### src/rtl/draw_text_overlay.sv
// Text-mode overlay: looks up characters in an external text RAM and font ROM and
// blends glyph pixels over a video stream with a fixed 3-clock pipeline latency.
module draw_text_overlay #(
  parameter int X_ADDR_WIDTH = 4,
  parameter int Y_ADDR_WIDTH = 2,
  parameter int X_CHAR_COUNT = 16,
  parameter int Y_CHAR_COUNT = 4,
  parameter int SCALE_COEFF  = 0,
  parameter int XPOS         = 0,
  parameter int YPOS         = 0,
  parameter int BLINK_FRAMES = 30
) (
  input  logic                               i_pclk,
  input  logic                               i_rst,
  input  logic [11:0]                        i_hcount,
  input  logic [11:0]                        i_vcount,
  input  logic                               i_hsync,
  input  logic                               i_hblnk,
  input  logic                               i_vsync,
  input  logic                               i_vblnk,
  input  logic [11:0]                        i_rgb,
  input  logic                               i_enable,
  input  logic                               i_opaque,
  input  logic [11:0]                        i_fg_rgb,
  input  logic [11:0]                        i_bg_rgb,
  input  logic                               i_cursor_en,
  input  logic [X_ADDR_WIDTH+Y_ADDR_WIDTH-1:0] i_cursor_addr,
  output logic [X_ADDR_WIDTH+Y_ADDR_WIDTH-1:0] o_char_addr,
  input  logic [7:0]                         i_char_code,
  output logic [11:0]                        o_font_addr,
  input  logic [7:0]                         i_font_row,
  output logic [11:0]                        o_hcount,
  output logic [11:0]                        o_vcount,
  output logic                               o_hsync,
  output logic                               o_hblnk,
  output logic                               o_vsync,
  output logic                               o_vblnk,
  output logic [11:0]                        o_rgb
);

  localparam int S     = SCALE_COEFF;
  localparam int AW    = X_ADDR_WIDTH + Y_ADDR_WIDTH;
  localparam int BOX_W = X_CHAR_COUNT * (8 << S);
  localparam int BOX_H = Y_CHAR_COUNT * (16 << S);

  logic [11:0] hrel, vrel;
  logic        in_box, cur_match, vsync_rise;

  // Frame-latched controls; only the vsync rising edge updates them.
  logic          vsync_d;
  logic          en_l, opq_l, cur_en_l;
  logic [11:0]   fg_l, bg_l;
  logic [AW-1:0] cur_addr_l;
  logic [7:0]    frame_cnt;
  logic          phase;

  // Stage 1 / stage 2 pipeline; sync vectors are {hsync, hblnk, vsync, vblnk}.
  logic [3:0]  s1_line;
  logic [2:0]  s1_bit, s2_bit;
  logic        s1_in_box, s2_in_box, s1_cm, s2_cm;
  logic [3:0]  s1_sync, s2_sync;
  logic [11:0] s1_rgb, s2_rgb, s1_h, s2_h, s1_v, s2_v;

  logic        pix;
  logic [11:0] color;
  logic        unused_bits;

  assign hrel = i_hcount - 12'(XPOS);
  assign vrel = i_vcount - 12'(YPOS);

  assign o_char_addr = {vrel[Y_ADDR_WIDTH+3+S -: Y_ADDR_WIDTH],
                        hrel[X_ADDR_WIDTH+2+S -: X_ADDR_WIDTH]};

  // Box limits use absolute counts so a box near 4095 never wraps into column 0.
  assign in_box = (int'(i_hcount) >= XPOS) && (int'(i_hcount) < XPOS + BOX_W) &&
                  (int'(i_vcount) >= YPOS) && (int'(i_vcount) < YPOS + BOX_H);
  assign cur_match  = in_box && (o_char_addr == cur_addr_l);
  assign vsync_rise = i_vsync && !vsync_d;

  assign o_font_addr = {i_char_code, s1_line};
  assign unused_bits = &{1'b0, hrel, vrel};

  always_ff @(posedge i_pclk) begin
    if (i_rst) begin
      vsync_d    <= 1'b0;
      en_l       <= 1'b0;
      opq_l      <= 1'b0;
      cur_en_l   <= 1'b0;
      fg_l       <= '0;
      bg_l       <= '0;
      cur_addr_l <= '0;
      frame_cnt  <= '0;
      phase      <= 1'b1;
    end else begin
      vsync_d <= i_vsync;
      if (vsync_rise) begin
        en_l       <= i_enable;
        opq_l      <= i_opaque;
        fg_l       <= i_fg_rgb;
        bg_l       <= i_bg_rgb;
        cur_en_l   <= i_cursor_en;
        cur_addr_l <= i_cursor_addr;
      end
      // A disabled cursor parks the blink timer so re-enabling starts visible.
      if (!cur_en_l) begin
        frame_cnt <= '0;
        phase     <= 1'b1;
      end else if (vsync_rise) begin
        if (frame_cnt == 8'(BLINK_FRAMES - 1)) begin
          frame_cnt <= '0;
          phase     <= !phase;
        end else begin
          frame_cnt <= frame_cnt + 8'd1;
        end
      end
    end
  end

  always_ff @(posedge i_pclk) begin
    if (i_rst) begin
      s1_line <= '0; s1_bit <= '0; s1_in_box <= 1'b0; s1_cm <= 1'b0;
      s1_sync <= '0; s1_rgb <= '0; s1_h <= '0; s1_v <= '0;
      s2_bit <= '0; s2_in_box <= 1'b0; s2_cm <= 1'b0;
      s2_sync <= '0; s2_rgb <= '0; s2_h <= '0; s2_v <= '0;
      o_hcount <= '0; o_vcount <= '0;
      o_hsync <= 1'b0; o_hblnk <= 1'b0; o_vsync <= 1'b0; o_vblnk <= 1'b0;
      o_rgb <= '0;
    end else begin
      s1_line   <= vrel[3+S -: 4];
      s1_bit    <= hrel[2+S -: 3];
      s1_in_box <= in_box;
      s1_cm     <= cur_match;
      s1_sync   <= {i_hsync, i_hblnk, i_vsync, i_vblnk};
      s1_rgb    <= i_rgb;
      s1_h      <= i_hcount;
      s1_v      <= i_vcount;

      s2_bit    <= s1_bit;
      s2_in_box <= s1_in_box;
      s2_cm     <= s1_cm;
      s2_sync   <= s1_sync;
      s2_rgb    <= s1_rgb;
      s2_h      <= s1_h;
      s2_v      <= s1_v;

      o_hcount <= s2_h;
      o_vcount <= s2_v;
      o_hsync  <= s2_sync[3];
      o_hblnk  <= s2_sync[2];
      o_vsync  <= s2_sync[1];
      o_vblnk  <= s2_sync[0];
      o_rgb    <= color;
    end
  end

  always_comb begin
    pix   = i_font_row[3'd7 - s2_bit] ^ (s2_cm && phase && cur_en_l);
    color = s2_rgb;
    if (s2_sync[2] || s2_sync[0]) begin
      color = 12'h000;
    end else if (!en_l || !s2_in_box) begin
      color = s2_rgb;
    end else if (pix) begin
      color = fg_l;
    end else if (opq_l) begin
      color = bg_l;
    end
  end

endmodule

### config.mk
export PLATFORM = sky130hd
export DESIGN_NAME = draw_text_overlay
export DESIGN_NICKNAME = d
export VERILOG_FILES = /design/src/rtl/draw_text_overlay.sv
export SDC_FILE = /design/constraint.sdc
export NUM_CORES = 1
export LEC_CHECK = 0
export CAP_MARGIN = 20
export CORE_AREA = 2 2 111 113
export CTS_CLUSTER_DIAMETER = 80
export DETAILED_ROUTE_END_ITERATION = 6
export DIE_AREA = 0 0 113 115
export PLACE_DENSITY_LB_ADDON = 0.05
export SYNTH_ARGS = -nofsm -noshare
export SYNTH_HDL_FRONTEND = slang
export SYNTH_SLANG_ARGS = --single-unit
### constraint.sdc
create_clock -name i_pclk -period 2.1 [get_ports i_pclk]
set_input_delay 0.315 -clock i_pclk [delete_from_list [all_inputs] [get_ports i_pclk]]
set_output_delay 0.315 -clock i_pclk [all_outputs]
set_load 0.05 [all_outputs]
==> results of run 1 <==
## cells by family (layout without fill, tap and decap cells)
logic type	Yosys count	after routing	synth area share
mux	17	17	0.0389
xor+xnor	14	14	0.0222
compound gates	47	47	0.0625
flops	166	166	0.601
simple gates	226	226	0.214
buf+inv	60	185	0.0568
fa+ha+maj	2	2	0.00453
## registers in the layout (all words and copies together), names as in the netlist, 2 cells and up
signal / cells
s1_h: 10
o_rgb: 12
s1_sync: 4
o_hcount: 12
s2_v: 12
s2_rgb: 12
o_vcount: 12
bg_l: 12
s2_h: 10
cur_addr_l: 6
s2_bit: 2
s1_line: 3
s1_bit: 2
s2_sync: 4
frame_cnt: 8
s1_v: 9
s1_rgb: 12
fg_l: 12
## area by class of cell
class | instances | area share
sequential | 166 | 0.443
multi-input combinational | 306 | 0.252
tap | 147 | 0.0245
clock inverter | 14 | 0.0228
inverter | 13 | 0.00650
clock buffer | 18 | 0.0585
timing repair buffer | 140 | 0.193
## layer usage
metal  share of wire  track usage  routed length, um
met5               0            0                  0
met4           0.022       0.0805                227
met3           0.063       0.0522                669
met2            0.45        0.261               4730
met1            0.47        0.218               4910
## power breakdown
part           switching (W)  leakage (nW)  internal (W)
clock                0.00123         0.293       0.00191
sequential         0.0000520          1.36       0.00328
combinational       0.000290          1.17      0.000302
total                0.00158          2.83       0.00549
## Yosys cell counts, drive strengths merged (3+ instances only)
master and number:
xnor2 4, nand2 85, o221ai 12, buf 22, nor3 4, nor4 4, nand4 3, mux2i 14
xor2 10, nor2 9, nor2b 112, a21oi 34, inv 13, clkbuf 24, dfxtp 166
## worst reg2reg max path, cell delays in order, from the launching register on
cell	delay, ns
dfxtp_1	0.39
mux4_1	0.58
mux2_4	0.33
mux2i_2	0.24
buf_12	0.18
o221ai_1	0.12
## how the worst max path moves through the flow
stage / start / end / slack [ns] / cells past startpoint
3_5_place_dp: i_font_row[6] / o_rgb[8] / -0.16 / 6
6_report: s2_bit[0] / o_rgb[8] / 0.14 / 5
2_1_floorplan: s2_bit[0] / o_rgb[0] / 0.29 / 5
4_1_cts: s2_bit[0] / o_rgb[8] / 0.15 / 5
5_1_grt: s2_bit[0] / o_rgb[7] / 0.07 / 5
3_3_place_gp: i_font_row[6] / o_rgb[8] / -0.08 / 6
## stage by stage
step,cell area [sq um],setup WS [ns],power (W)
CTS,7510,0.146,0.00714
global placement,6900,-0.0832,0.00398
finish,7510,0.137,0.00706
detailed placement,6900,-0.160,0.00399
global route,7510,0.0714,0.00732
floorplan,5530,0.288,0.00376
==> flow_summary.json, run 1 <==
{
  "start_util": 0.468,
  "drc": 12,
  "cts_tree": "done",
  "cp_top_family": "multiplexers",
  "cts_buffers": 17,
  "wirelength_um": 10500,
  "end_kind": "flip-flop",
  "synth_cell_types": 33,
  "setup_violations": 0,
  "reg2reg_to": "o_rgb[8]",
  "clkLatencyLatePin_ns": 0.42,
  "grt_pass1_vias": 3551,
  "clock_skew_ns": 0.00747,
  "drtPass1Iterations": 6,
  "synth_area_leaders": "dfxtp_1 60%, nor2b_1 13%, nand2_1 5.8%, a21oi_1 3.1%, o221ai_2 2.7%",
  "hp-class": "flip-flop to flip-flop",
  "tns_ns": 0,
  "place_congestion": 0.760,
  "r2r_start": "s2_bit[0]",
  "hold_slack_ns": 0.434,
  "multi_input_area_sq_mm": 0.00189,
  "synth-edff-count": 0,
  "peakVddDrop_v": 0.000510,
  "final_cell_mix": "166 x dfxtp_1, 125 x clkdlybuf4s50_1, 110 x nor2b_1, 85 x nand2_1, 34 x a21oi_1",
  "regArea_sq_mm": 0.00332,
  "clock_sinks": 166,
  "cts-root-buf": "clkbuf_16",
  "synth_seq_cells": 166,
  "rsz0062_at_grt": "no",
  "clkTransAtPathRegs_ns": 0.06,
  "cts_hold_buf": 0,
  "yosys_warnings": 0,
  "core_area_sq_mm": 0.0118,
  "cts_setup_buffers": 0,
  "finalCritPeriodShare": 0.935,
  "holdPathStages": 1,
  "r2r_cells": 5,
  "num_rows": 40,
  "die_h_um": 115,
  "synth.cell_area_sq_mm": 0.00553,
  "die_w_um": 113,
  "die-area_sq_mm": 0.0130,
  "cp_max_fo": 12,
  "postCtsResizedCells": 0,
  "fillers": 971,
  "cts_max_level": 4,
  "cp.required_ns": 2.39,
  "syn_nets": 625,
  "ant_nets": 0,
  "cts_buffer_depth": 2,
  "track_usage": 0.169,
  "worst_hold_startpoint": "s1_v[7]",
  "drt-vias-per-instance": 4.64,
  "crit_slowest_cell": "mux4_1",
  "drt_iter0_markers": 192,
  "syn_area_per_cell_sq_um": 10.4,
  "clock.fmax_mhz": 509,
  "routed-via-count": 3728,
  "path_buf_inv": 1,
  "synth_ff_type": "dfxtp_1",
  "portBuffers": 132,
  "drv_cap": 0,
  "yosysSeqAreaShare": 0.601,
  "finish.utilization": 0.636,
  "nets": 737,
  "antenna_found_initial": 0,
  "power_density_mw_per_mm2": 940,
  "min_to": "s2_v[7]",
  "fin_crit_ns": 1.96,
  "grt_max_degree": 146,
  "slew_headroom": 0.487,
  "cp-start-kind": "flip-flop",
  "rrSetupSlack_ns": 0.14,
  "layout_commonest_cell": "dfxtp_1",
  "cpPeakStageDelay_ns": 0.58,
  "io_pins": 149,
  "antenna_cells": 0,
  "fin_cells": 804,
  "synthCells": 532,
  "worst_pin_slew_ns": 0.768,
  "hpwl_um": 7350,
  "worstPathArrival_ns": 2.26,
  "hold_viol_final": 0,
  "critPathKind": "flip-flop to flip-flop",
  "status": "finished with violations",
  "synth-async-reset-ratio": 0,
  "cp_cell_sequence": "mux4_1 > mux2_4 > mux2i_2 > buf_12 > o221ai_1",
  "drive_gt1_frac": 0.0944,
  "synth_top_area_frac": 0.601,
  "grt-ovfl-total": 0,
  "p_leak_nw": 2.83,
  "post-place-cells": 772,
  "area.growth.synth_to_final_pct": 35.9,
  "wl_per_cell_um": 13.1,
  "drv_slew": 0,
  "violations": "DRC",
  "grt_pass1_wl_um": 17000,
  "yosys.area.top_type": "dfxtp_1"
}
(Power assumes the default switching activity.)
==> run 2: changes to the inputs <==
--- a/config.mk
+++ b/config.mk
@@ -5,11 +5,12 @@
 export SDC_FILE = /design/constraint.sdc
 export NUM_CORES = 1
 export LEC_CHECK = 0
+export ABC_AREA = 1
 export CAP_MARGIN = 20
-export CORE_AREA = 2 2 111 113
+export CORE_AREA = 2 2 114 116
 export CTS_CLUSTER_DIAMETER = 80
 export DETAILED_ROUTE_END_ITERATION = 6
-export DIE_AREA = 0 0 113 115
+export DIE_AREA = 0 0 116 118
 export PLACE_DENSITY_LB_ADDON = 0.05
 export SYNTH_ARGS = -nofsm -noshare
 export SYNTH_HDL_FRONTEND = slang
==> flow_summary.json, run 2 <==
{
  "routed-via-count": 4290,
  "drv_cap": 0,
  "fillers": 1113,
  "peakVddDrop_v": 0.000563,
  "hp-class": "input port to flip-flop",
  "synth.most_common_cell": "dfxtp_1",
  "cts_buffer_depth": 2,
  "antenna_cells": 0,
  "grt_pass1_vias": 4018,
  "rrSetupSlack_ns": 0.52,
  "portBuffers": 132,
  "hpwl_um": 8490,
  "synthMuxAreaShare": 0.0120,
  "grt-ovfl-total": 0,
  "drt_iter0_markers": 283,
  "place_congestion": 0.854,
  "synthXorXnorAreaFrac": 0.00452,
  "synth_top_area_frac": 0.571,
  "yosysSeqAreaShare": 0.571,
  "finalCritPeriodShare": 0.894,
  "tns_ns": 0,
  "num_rows": 41,
  "track_usage": 0.183,
  "drv_slew": 0,
  "reg2reg_to": "o_rgb[7]",
  "synth-edff-count": 0,
  "cp-start-kind": "flip-flop",
  "cp_max_fo": 2,
  "multi_input_area_sq_mm": 0.00165,
  "r2r_cells": 9,
  "cts_tree": "done",
  "clkTransAtPathRegs_ns": 0.06,
  "final_cell_mix": "166 x dfxtp_1, 139 x inv_1, 138 x nor2_1, 125 x clkdlybuf4s50_1, 38 x nand2_1",
  "fin_crit_ns": 1.88,
  "drive_gt1_frac": 0.104,
  "path_buf_inv": 1,
  "ant_nets": 0,
  "grt_max_degree": 111,
  "area.growth.synth_to_final_pct": 32.2,
  "die-area_sq_mm": 0.0137,
  "cts_max_level": 4,
  "yosys.area.top_type": "dfxtp_1",
  "status": "finished clean",
  "wirelength_um": 11900,
  "crit_slowest_cell": "clkdlybuf4s50_1",
  "postCtsResizedCells": 0,
  "synth-async-reset-ratio": 0,
  "synth_compound_area_frac": 0.0770,
  "clkLatencyLatePin_ns": 0.42,
  "synthCells": 702,
  "clock_sinks": 166,
  "p_leak_nw": 3.28,
  "end_kind": "output pin",
  "drtPass1Iterations": 5,
  "synth_cell_types": 30,
  "crit_end": "o_font_addr[1]",
  "drt-vias-per-instance": 4.31,
  "synth-simple-area-share": 0.186,
  "syn_nets": 795,
  "cp_cell_sequence": "clkdlybuf4s50_1",
  "start_util": 0.469,
  "yosys_warnings": 0,
  "cp.required_ns": 1.78,
  "synthTopCellsByCount": "166 x dfxtp_1, 139 x inv_1, 138 x nor2_1",
  "wl_per_cell_um": 11.9,
  "critPathKind": "flip-flop to output pin",
  "r2r_start": "s2_bit[0]",
  "setup_violations": 0,
  "clock_skew_ns": 0.00366,
  "regArea_sq_mm": 0.00332,
  "cts_setup_buffers": 0,
  "clock.fmax_mhz": 532,
  "worstPathArrival_ns": 1.56,
  "syn_area_per_cell_sq_um": 8.29,
  "synth_area_leaders": "dfxtp_1 57%, inv_1 9.0%, nor2_1 8.9%, a21oi_1 3.1%, o21ai_0 3.1%",
  "core_area_sq_mm": 0.0124,
  "slew_headroom": 0.581,
  "cts_buffers": 17,
  "die_h_um": 118,
  "io_pins": 149,
  "cts-root-buf": "clkbuf_16",
  "die_w_um": 116,
  "synth_top_family_by_area": "simple AND/OR/NAND/NOR gates",
  "synthAdderAreaFrac": 0.00430,
  "cp_top_family": "buffers and inverters",
  "synth_seq_cells": 166,
  "power_density_mw_per_mm2": 903,
  "antenna_found_initial": 0,
  "cp-startpoint": "s1_line[1]",
  "grt_pass1_wl_um": 19300,
  "nets": 904,
  "total_power_w": 0.00694,
  "synth_ff_type": "dfxtp_1",
  "path_depth": 1,
  "drc": 0,
  "rsz0062_at_grt": "no",
  "hold_viol_final": 0,
  "layout_commonest_cell": "dfxtp_1",
  "cts_hold_buf": 0,
  "cpPeakStageDelay_ns": 0.82,
  "synth.cell_area_sq_mm": 0.00582,
  "worst_pin_slew_ns": 0.627
}
==> run 2: cell types whose count changed after synthesis, moves of 11 or more <==
cell / previous run / this run
nor2_1: 9 / 138
o21ai_0: 0 / 36
nand2_1: 85 / 39
nor2b_1: 111 / 0
inv_1: 13 / 139
inv_2: 0 / 11
nand3_1: 1 / 22
nand2_2: 0 / 11
nand3_2: 0 / 12
==> run 2: cell families after synthesis <==
family | after synthesis
simple gates | 237
buf+inv | 201
flops | 166
compound gates | 86
mux | 7
xor+xnor | 3
fa+ha+maj | 2
==> run 2: how the worst min path moves through the flow <==
stage,startpoint,endpoint,cells after the start
floorplan,s2_h[10],o_hcount[10],2
global placement,s2_v[8],o_vcount[8],2
detailed placement,s1_h[10],s2_h[10],2
CTS,i_rst,bg_l[2],4
global route,i_rst,bg_l[8],4
finish,i_rst,bg_l[2],4
==> run 2: report_power, final <==
group / switching, W / internal [W]
clock network: 0.00126 / 0.00163
registers: 0.0000480 / 0.00329
logic: 0.000404 / 0.000306
==> run 2: stage by stage <==
step / area (sq um) / hold WS, ns / worst slack, ns / util / instances
finish: 7690 / 0.325 / 0.222 / 0.619 / 996
global route: 7690 / 0.345 / 0.173 / 0.619 / 996
CTS: 7690 / 0.311 / 0.187 / 0.619 / 996
detailed placement: 7130 / 0.393 / 0.168 / 0.574 / 964
global placement: 7130 / 0.388 / 0.248 / 0.574 / 964
floorplan: 5820 / 0.388 / 0.804 / - / 702
==> run 2: final cells by class <==
| class | instances | area share |
|---|---|---|
| Sequential cell | 166 | 0.432 |
| Multi-Input combinational cell | 335 | 0.215 |
| Timing Repair Buffer | 138 | 0.177 |
| Inverter | 153 | 0.0747 |
| Clock buffer | 17 | 0.0553 |
| Tap cell | 172 | 0.0280 |
| Clock inverter | 15 | 0.0174 |
==> run 2: worst min-delay path, cell delays in order <==
cell	delay, ns
buf_4	0.11
inv_2	0.13
o21ai_0	0.11
nor2_1	0.04
==> run 2: metal layers <==
| metal | global-route usage | up-vias | part of all wire | wire [um] |
|---|---|---|---|---|
| met5 | 0 | - | 0 | 0 |
| met4 | 0.0722 | 0 | 0.016 | 189 |
| met3 | 0.0494 | 14 | 0.042 | 498 |
| met2 | 0.286 | 90 | 0.47 | 5590 |
| met1 | 0.238 | 1884 | 0.47 | 5580 |
| li1 | - | 2302 | - | - |
==> run 3: changes to the inputs <==
--- a/config.mk
+++ b/config.mk
@@ -15,3 +15,4 @@
 export SYNTH_ARGS = -nofsm -noshare
 export SYNTH_HDL_FRONTEND = slang
 export SYNTH_SLANG_ARGS = --single-unit
+export TNS_END_PERCENT = 10
==> results of run 3 <==
The final DEF is identical to that of run 2; final timing and power are the same.
